===== config.mk =====
export PLATFORM = sky130hd
export DESIGN_NAME = access_check_flat
export DESIGN_NICKNAME = d
export VERILOG_FILES = /design/src/rtl/access_pkg.sv /design/src/rtl/access_check_if.sv /design/src/rtl/lock_timer.sv /design/src/rtl/access_check.sv /design/src/flat_wrapper.sv
export SDC_FILE = /design/constraint.sdc
export NUM_CORES = 1
export LEC_CHECK = 0
export BUFFER_PORTS_ARGS = -buffer_cell sky130_fd_sc_hd__buf_2
export CAP_MARGIN = 20
export CELL_PAD_IN_SITES_DETAIL_PLACEMENT = 0
export CELL_PAD_IN_SITES_GLOBAL_PLACEMENT = 1
export CORE_ASPECT_RATIO = 1.1
export CORE_MARGIN = 2
export CORE_UTILIZATION = 48
export DETAILED_ROUTE_END_ITERATION = 7
export PLACE_DENSITY_LB_ADDON = 0.05
export SLEW_MARGIN = 10
export SYNTH_ARGS = -nofsm -noshare
export SYNTH_HDL_FRONTEND = slang
export SYNTH_HIERARCHICAL = 1
export SYNTH_SLANG_ARGS = --single-unit

===== constraint.sdc =====
create_clock -name clk -period 2.96 [get_ports clk]
set_input_delay 0.148 -clock clk [delete_from_list [all_inputs] [get_ports clk]]
set_output_delay 0.148 -clock clk [all_outputs]
set_load 0.03 [all_outputs]

===== src/rtl/access_pkg.sv =====
// access_pkg: shared types and constants for the access_check credential checker.
//   state_t          - controller state encoding
//   TABLE_SIZE       - number of entries in the built-in credential table
//   USER_ID/USER_PW  - credential table, entry i is the pair (USER_ID[i], USER_PW[i])
//   STATUS_*         - codes presented on the status output to the LCD/LED selection logic
package access_pkg;

  typedef enum logic [2:0] {
    IDLE_ID,
    IDLE_PW,
    SEARCH,
    GRANT,
    DENY,
    LOCK
  } state_t;

  localparam int TABLE_SIZE = 4;

  localparam logic [15:0] USER_ID [TABLE_SIZE] = '{16'h1234, 16'h0042, 16'h1111, 16'hBEEF};
  localparam logic [15:0] USER_PW [TABLE_SIZE] = '{16'hABCD, 16'h0007, 16'h2222, 16'hCAFE};

  localparam logic [1:0] STATUS_ID     = 2'd0;
  localparam logic [1:0] STATUS_PW     = 2'd1;
  localparam logic [1:0] STATUS_DENIED = 2'd2;
  localparam logic [1:0] STATUS_LOCKED = 2'd3;

endpackage


===== src/rtl/access_check_if.sv =====
// access_check_if: handshake between the process-control FSM (master) and the
// credential checker (slave).
//   userinput         - ID or password value from the switches (master -> slave)
//   load              - level strobe, each rising edge is one entry (master -> slave)
//   access_control_fb - one-cycle grant pulse (slave -> master)
//   deny              - one-cycle deny pulse (slave -> master)
//   locked            - high for the whole lockout (slave -> master)
//   user_index        - matched table entry, held after a grant (slave -> master)
//   status            - 0 ID, 1 password, 2 denied, 3 locked (slave -> master)
interface access_check_if #(
  parameter int NUM_USERS = 4
) ();

  localparam int IDX_W = $clog2(NUM_USERS);

  logic [15:0]      userinput;
  logic             load;
  logic             access_control_fb;
  logic             deny;
  logic             locked;
  logic [IDX_W-1:0] user_index;
  logic [1:0]       status;

  modport master (
    output userinput, load,
    input  access_control_fb, deny, locked, user_index, status
  );

  modport slave (
    input  userinput, load,
    output access_control_fb, deny, locked, user_index, status
  );

endinterface


===== src/rtl/lock_timer.sv =====
// lock_timer: loadable down-counter used to time the lockout period.
//   clk, rst   - clock and asynchronous active-low reset
//   load       - loads load_value (takes priority over dec)
//   load_value - start value, the counter reaches zero load_value cycles later
//   dec        - decrement enable, the counter holds at zero
//   done       - high while the count is zero
module lock_timer #(
  parameter int WIDTH = 26
) (
  input  logic             clk,
  input  logic             rst,
  input  logic             load,
  input  logic [WIDTH-1:0] load_value,
  input  logic             dec,
  output logic             done
);

  logic [WIDTH-1:0] count;

  always_ff @(posedge clk or negedge rst) begin
    if (!rst) begin
      count <= '0;
    end else if (load) begin
      count <= load_value;
    end else if (dec && (count != '0)) begin
      count <= count - WIDTH'(1);
    end
  end

  assign done = (count == '0);

endmodule


===== src/rtl/access_check.sv =====
// access_check: credential checker on the responder side of the access-control
// handshake. Captures an ID then a password on rising edges of load, scans the
// credential table one entry per cycle, and answers with a one-cycle grant or
// deny pulse. MAX_FAILS consecutive denials lock the block out for LOCK_CYCLES.
//   clk, rst - clock and asynchronous active-low reset
//   bus      - access_check_if slave modport (userinput/load in, results out)
// NUM_USERS must not exceed the package credential table size.
module access_check
  import access_pkg::*;
#(
  parameter int NUM_USERS   = 4,
  parameter int MAX_FAILS   = 3,
  parameter int LOCK_CYCLES = 50_000_000
) (
  input  logic          clk,
  input  logic          rst,
  access_check_if.slave bus
);

  localparam int IDX_W  = $clog2(NUM_USERS);
  localparam int FAIL_W = $clog2(MAX_FAILS + 1);
  localparam int LOCK_W = $clog2(LOCK_CYCLES);

  localparam logic [IDX_W-1:0]  LAST_IDX  = IDX_W'(NUM_USERS - 1);
  localparam logic [FAIL_W-1:0] FAIL_MAX  = FAIL_W'(MAX_FAILS);
  localparam logic [LOCK_W-1:0] LOCK_LOAD = LOCK_W'(LOCK_CYCLES - 1);

  state_t            state;
  logic              load_q;
  logic [15:0]       id_r;
  logic [15:0]       pw_r;
  logic [IDX_W-1:0]  idx;
  logic [FAIL_W-1:0] fail_cnt;
  logic [FAIL_W-1:0] fail_next;

  logic              grant_q;
  logic              deny_q;
  logic              locked_q;
  logic [IDX_W-1:0]  user_index_q;
  logic [1:0]        status_q;

  logic              load_edge;
  logic              entry_match;
  logic              timer_load;
  logic              timer_dec;
  logic              timer_done;

  // load is already synchronous to clk, so a single delay stage suffices.
  assign load_edge   = bus.load & ~load_q;
  assign entry_match = (id_r == USER_ID[idx]) && (pw_r == USER_PW[idx]);

  // Saturating so a stuck count can never wrap back below the lockout threshold.
  assign fail_next = (fail_cnt == FAIL_MAX) ? fail_cnt : fail_cnt + FAIL_W'(1);

  // Timer is loaded on the denial that reaches the threshold, then counts down
  // through the LOCK state; LOCK ends in the cycle it reads zero.
  assign timer_load = (state == DENY) && (fail_next == FAIL_MAX);
  assign timer_dec  = (state == LOCK);

  lock_timer #(.WIDTH(LOCK_W)) u_lock_timer (
    .clk        (clk),
    .rst        (rst),
    .load       (timer_load),
    .load_value (LOCK_LOAD),
    .dec        (timer_dec),
    .done       (timer_done)
  );

  // Controller. All outputs are registered and set on the transition into the
  // state they describe, so they line up with that state. load_q always tracks
  // load, which makes edges arriving outside the IDLE states vanish for good.
  always_ff @(posedge clk or negedge rst) begin
    if (!rst) begin
      state        <= IDLE_ID;
      load_q       <= 1'b0;
      id_r         <= '0;
      pw_r         <= '0;
      idx          <= '0;
      fail_cnt     <= '0;
      grant_q      <= 1'b0;
      deny_q       <= 1'b0;
      locked_q     <= 1'b0;
      user_index_q <= '0;
      status_q     <= STATUS_ID;
    end else begin
      load_q  <= bus.load;
      grant_q <= 1'b0;
      deny_q  <= 1'b0;
      case (state)
        IDLE_ID: begin
          if (load_edge) begin
            id_r     <= bus.userinput;
            status_q <= STATUS_PW;
            state    <= IDLE_PW;
          end
        end
        IDLE_PW: begin
          if (load_edge) begin
            pw_r  <= bus.userinput;
            idx   <= '0;
            state <= SEARCH;
          end
        end
        SEARCH: begin
          if (entry_match) begin
            user_index_q <= idx;
            fail_cnt     <= '0;
            grant_q      <= 1'b1;
            status_q     <= STATUS_ID;
            state        <= GRANT;
          end else if (idx == LAST_IDX) begin
            deny_q   <= 1'b1;
            status_q <= STATUS_DENIED;
            state    <= DENY;
          end else begin
            idx <= idx + IDX_W'(1);
          end
        end
        GRANT: begin
          state <= IDLE_ID;
        end
        DENY: begin
          fail_cnt <= fail_next;
          if (fail_next == FAIL_MAX) begin
            locked_q <= 1'b1;
            status_q <= STATUS_LOCKED;
            state    <= LOCK;
          end else begin
            state <= IDLE_ID;
          end
        end
        LOCK: begin
          if (timer_done) begin
            locked_q <= 1'b0;
            fail_cnt <= '0;
            status_q <= STATUS_ID;
            state    <= IDLE_ID;
          end
        end
        default: begin
          state <= IDLE_ID;
        end
      endcase
    end
  end

  assign bus.access_control_fb = grant_q;
  assign bus.deny              = deny_q;
  assign bus.locked            = locked_q;
  assign bus.user_index        = user_index_q;
  assign bus.status            = status_q;

endmodule


===== src/flat_wrapper.sv =====
// flat-port wrapper written by rule: the top's interface ports become plain ports
module access_check_flat import access_pkg::*;
#(
  parameter int NUM_USERS   = 4,
  parameter int MAX_FAILS   = 3,
  parameter int LOCK_CYCLES = 50_000_000
)
  (clk, rst, bus_userinput, bus_load, bus_access_control_fb, bus_deny, bus_locked, bus_user_index, bus_status);
  access_check_if #(.NUM_USERS(NUM_USERS)) bus_i ();
  input  logic clk;
  input  logic rst;
  input wire logic [$bits(bus_i.userinput)-1:0] bus_userinput;
  input wire logic [$bits(bus_i.load)-1:0] bus_load;
  output wire logic [$bits(bus_i.access_control_fb)-1:0] bus_access_control_fb;
  output wire logic [$bits(bus_i.deny)-1:0] bus_deny;
  output wire logic [$bits(bus_i.locked)-1:0] bus_locked;
  output wire logic [$bits(bus_i.user_index)-1:0] bus_user_index;
  output wire logic [$bits(bus_i.status)-1:0] bus_status;
  assign bus_i.userinput = bus_userinput;
  assign bus_i.load = bus_load;
  assign bus_access_control_fb = bus_i.access_control_fb;
  assign bus_deny = bus_i.deny;
  assign bus_locked = bus_i.locked;
  assign bus_user_index = bus_i.user_index;
  assign bus_status = bus_i.status;
  access_check #(.NUM_USERS(NUM_USERS), .MAX_FAILS(MAX_FAILS), .LOCK_CYCLES(LOCK_CYCLES)) u_core (.clk(clk), .rst(rst), .bus(bus_i));
endmodule

==> results.tsv <==
metric	value	unit
maxSlewViolCount	0	
syn-cell-area	3950	um2
place_hpwl	5940	um
path_max_fanout	9	
syn2layout_area_growth	14.3	%
r2r-start	u_core/idx[1]	
first_pass_iters	5	
drive_above_1_share	23.5	%
min_path_type	in2reg	
wl_per_cell	15.5	um
drt-vias-per-instance	5.42	
fmax	377	MHz
critPathLaunchType	flip-flop	
gp_congestion	0.783	
tns	0	ns
ys_ff_latch	73	
die_x	90.5	um
ff2ff_setup_slack	0.31	ns
yosys.area.top_type_share	46.2	%
drv_cap	0	
port_buffers	25	
ys.flop_type	dfrtp_1	
start_util	49.7	%
slew_headroom	37.1	%
reg2reg_to	u_core/bus.user_index[1]	
synthTopCellsByCount	73 x dfrtp_1, 37 x mux2_2, 30 x nor2_1, 28 x nand2_1, 26 x o21ai_0	
antenna_cells	0	
share_comb_of_total_power	33.0	%
setup_viol	0	
die_h	99.1	um
insertion_delay	0.34	ns
cts_root_buffer	clkbuf_8	
status	finished, final reports clean	
clk_pin_slew_worst_paths	0.08	ns
yosysTopAreaCell	dfrtp_1	
num_rows	34	
nets	455	
r2r_cells	7	
cp.required	3.18	ns
yosys_warnings	6	
cts_max_level	3	
power_frac_seq	46.9	%
die-area	8970	um2
grt_max_degree	74	
netSwitchingFraction	36.9	%
cts_tree	yes	
grt_pass1_vias	2907	
cts_sinks	73	
drc	0	
crit_type	reg2reg	
endpoint_kind	flip-flop	
core_area	7960	um2
wl	8410	um
final_core_util	56.8	%
yosysMostFrequentCell	dfrtp_1	
cts_buffer_depth	2	
post_synth.cell_area_avg	10.5	um2
ys_seq_area_share	46.2	%
worstMarginPinSlew	0.943	ns
startpoint	u_core/idx[1]	
ant_nets	0	
vias	2937	
grt_overflow	0	
p_per_area	920	nW/um2
rsz0062_at_grt	false	
setup.worst_path.end	u_core/bus.user_index[1]	
p_sw	1.53	mW
finClkSkew	0.0101	ns
synthArstFlopShare	100	%
drt_iter0_drc	56	
grt_antenna_before_repair	0	
intPower	2.62	mW
synthCells	377	
synthTopCellsByArea	dfrtp_1 46%, mux2_2 11%, o21ai_0 3.3%	
hold_viol	0	
io_pins	26	
grt_pass1_wl	14500	um
p_leak	1.88	nW
synth-edff-count	0	
cp.arrival	2.87	ns
cts_buffers	9	
synth.distinct_cells	59	
irDropWorstVdd	0.000457	V
fin_crit	2.65	ns
clockPowerShare	20.1	%
grt_use_total	20.2	%
finalCritPeriodShare	89.6	%
per-layer routing:
metal / up-vias / wire (um) / track usage, %
li1: 1451 / - / -
met5: - / 0 / 0
met3: 8 / 215 / 3.64
met4: 0 / 116 / 6.39
met1: 1446 / 3750 / 26.0
met2: 32 / 4320 / 34.7
state kept, by name, summed over array words and instances, names as in the netlist:
name	cells
u_core/u_lock_timer/count	26
u_core/id_r	16
u_core/pw_r	16
u_core/state	3
u_core/bus.status	2
u_core/bus.user_index	2
u_core/fail_cnt	2
u_core/idx	2
u_core/bus.access_control_fb	1
u_core/bus.deny	1
u_core/bus.locked	1
u_core/load_q	1
critical path: stages, from the launching register on:
cell	delay [ns]
dfrtp_1	0.49
ha_1	0.28
or4_1	0.53
mux2i_1	0.13
o211ai_1	0.14
nor4_4	0.30
and2b_1	0.32
mux2_4	0.33
worst min-delay path by stage:
stage                           from                      endpoint  cells past startpoint
finish              bus_userinput[8]                u_core/id_r[8]                      2
global route        bus_userinput[5]                u_core/pw_r[5]                      2
CTS                 bus_userinput[8]                u_core/id_r[8]                      2
detailed placement          bus_load                 u_core/load_q                      1
global placement            bus_load                 u_core/load_q                      1
floorplan                        rst  u_core/bus.access_control_fb                      0
area by class of cell:
class / count / area, um2
Sequential cell: 73 / 1830
Timing Repair Buffer: 35 / 208
Tap cell: 108 / 135
Inverter: 12 / 45.0
Clock buffer: 9 / 124
Fill cell: 741 / 3440
Multi-Input combinational cell: 299 / 2090
Clock inverter: 6 / 83.8
per-stage QoR:
step           instances  worst slack (ns)  instance area (um2)  total power [mW]  hold slack [ns]
2_1_floorplan        401             0.348                 4040              2.95           -0.148
3_3_place_gp         525             0.409                 4290              3.28            0.270
3_5_place_dp         525             0.324                 4290              3.34            0.269
4_1_cts              542             0.310                 4520              4.20           0.0351
5_1_grt              542            0.0619                 4520              4.49           0.0336
6_report             542             0.309                 4520              4.15           0.0494
power groups by stage:
stage	clock network (mW)	registers [mW]	logic (mW)
after CTS	0.861	1.95	1.39
after global placement	0	1.95	1.33
after detailed placement	0	1.96	1.38
after floorplan	0	1.81	1.14
final	0.836	1.95	1.37
after global routing	0.908	2.03	1.56
logic make-up after synthesis:
family	after synthesis	synth area share, %
xor+xnor	21	4.66
compound gates	73	12.1
flops	73	46.2
other cells	2	0.190
fa+ha+maj	6	1.90
buf+inv	29	3.20
mux	43	12.3
simple gates	130	19.4
repair_timing:
action | 4_1_cts | 5_1_grt
setup buffers | 0 | 0
resized for setup | 0 | 0
hold endpoints to repair | 63 | 0
hold buffers | 2 | 0
placed cells by master (no fill, tap or decap), drive strengths merged, types with 6 or more instances in the layout:
master,count
dfrtp,73
xor2,10
ha,6
o211ai,8
a21oi,7
or4,7
inv,12
clkbuf,9
xnor2,11
mux2,39
buf,33
nand2,28
nor2,30
nand4,8
nor3,9
nor2b,7
nor4,10
a31oi,6
o21ai,29
conb,26
No activity file was read; power rests on OpenSTA's default activity.
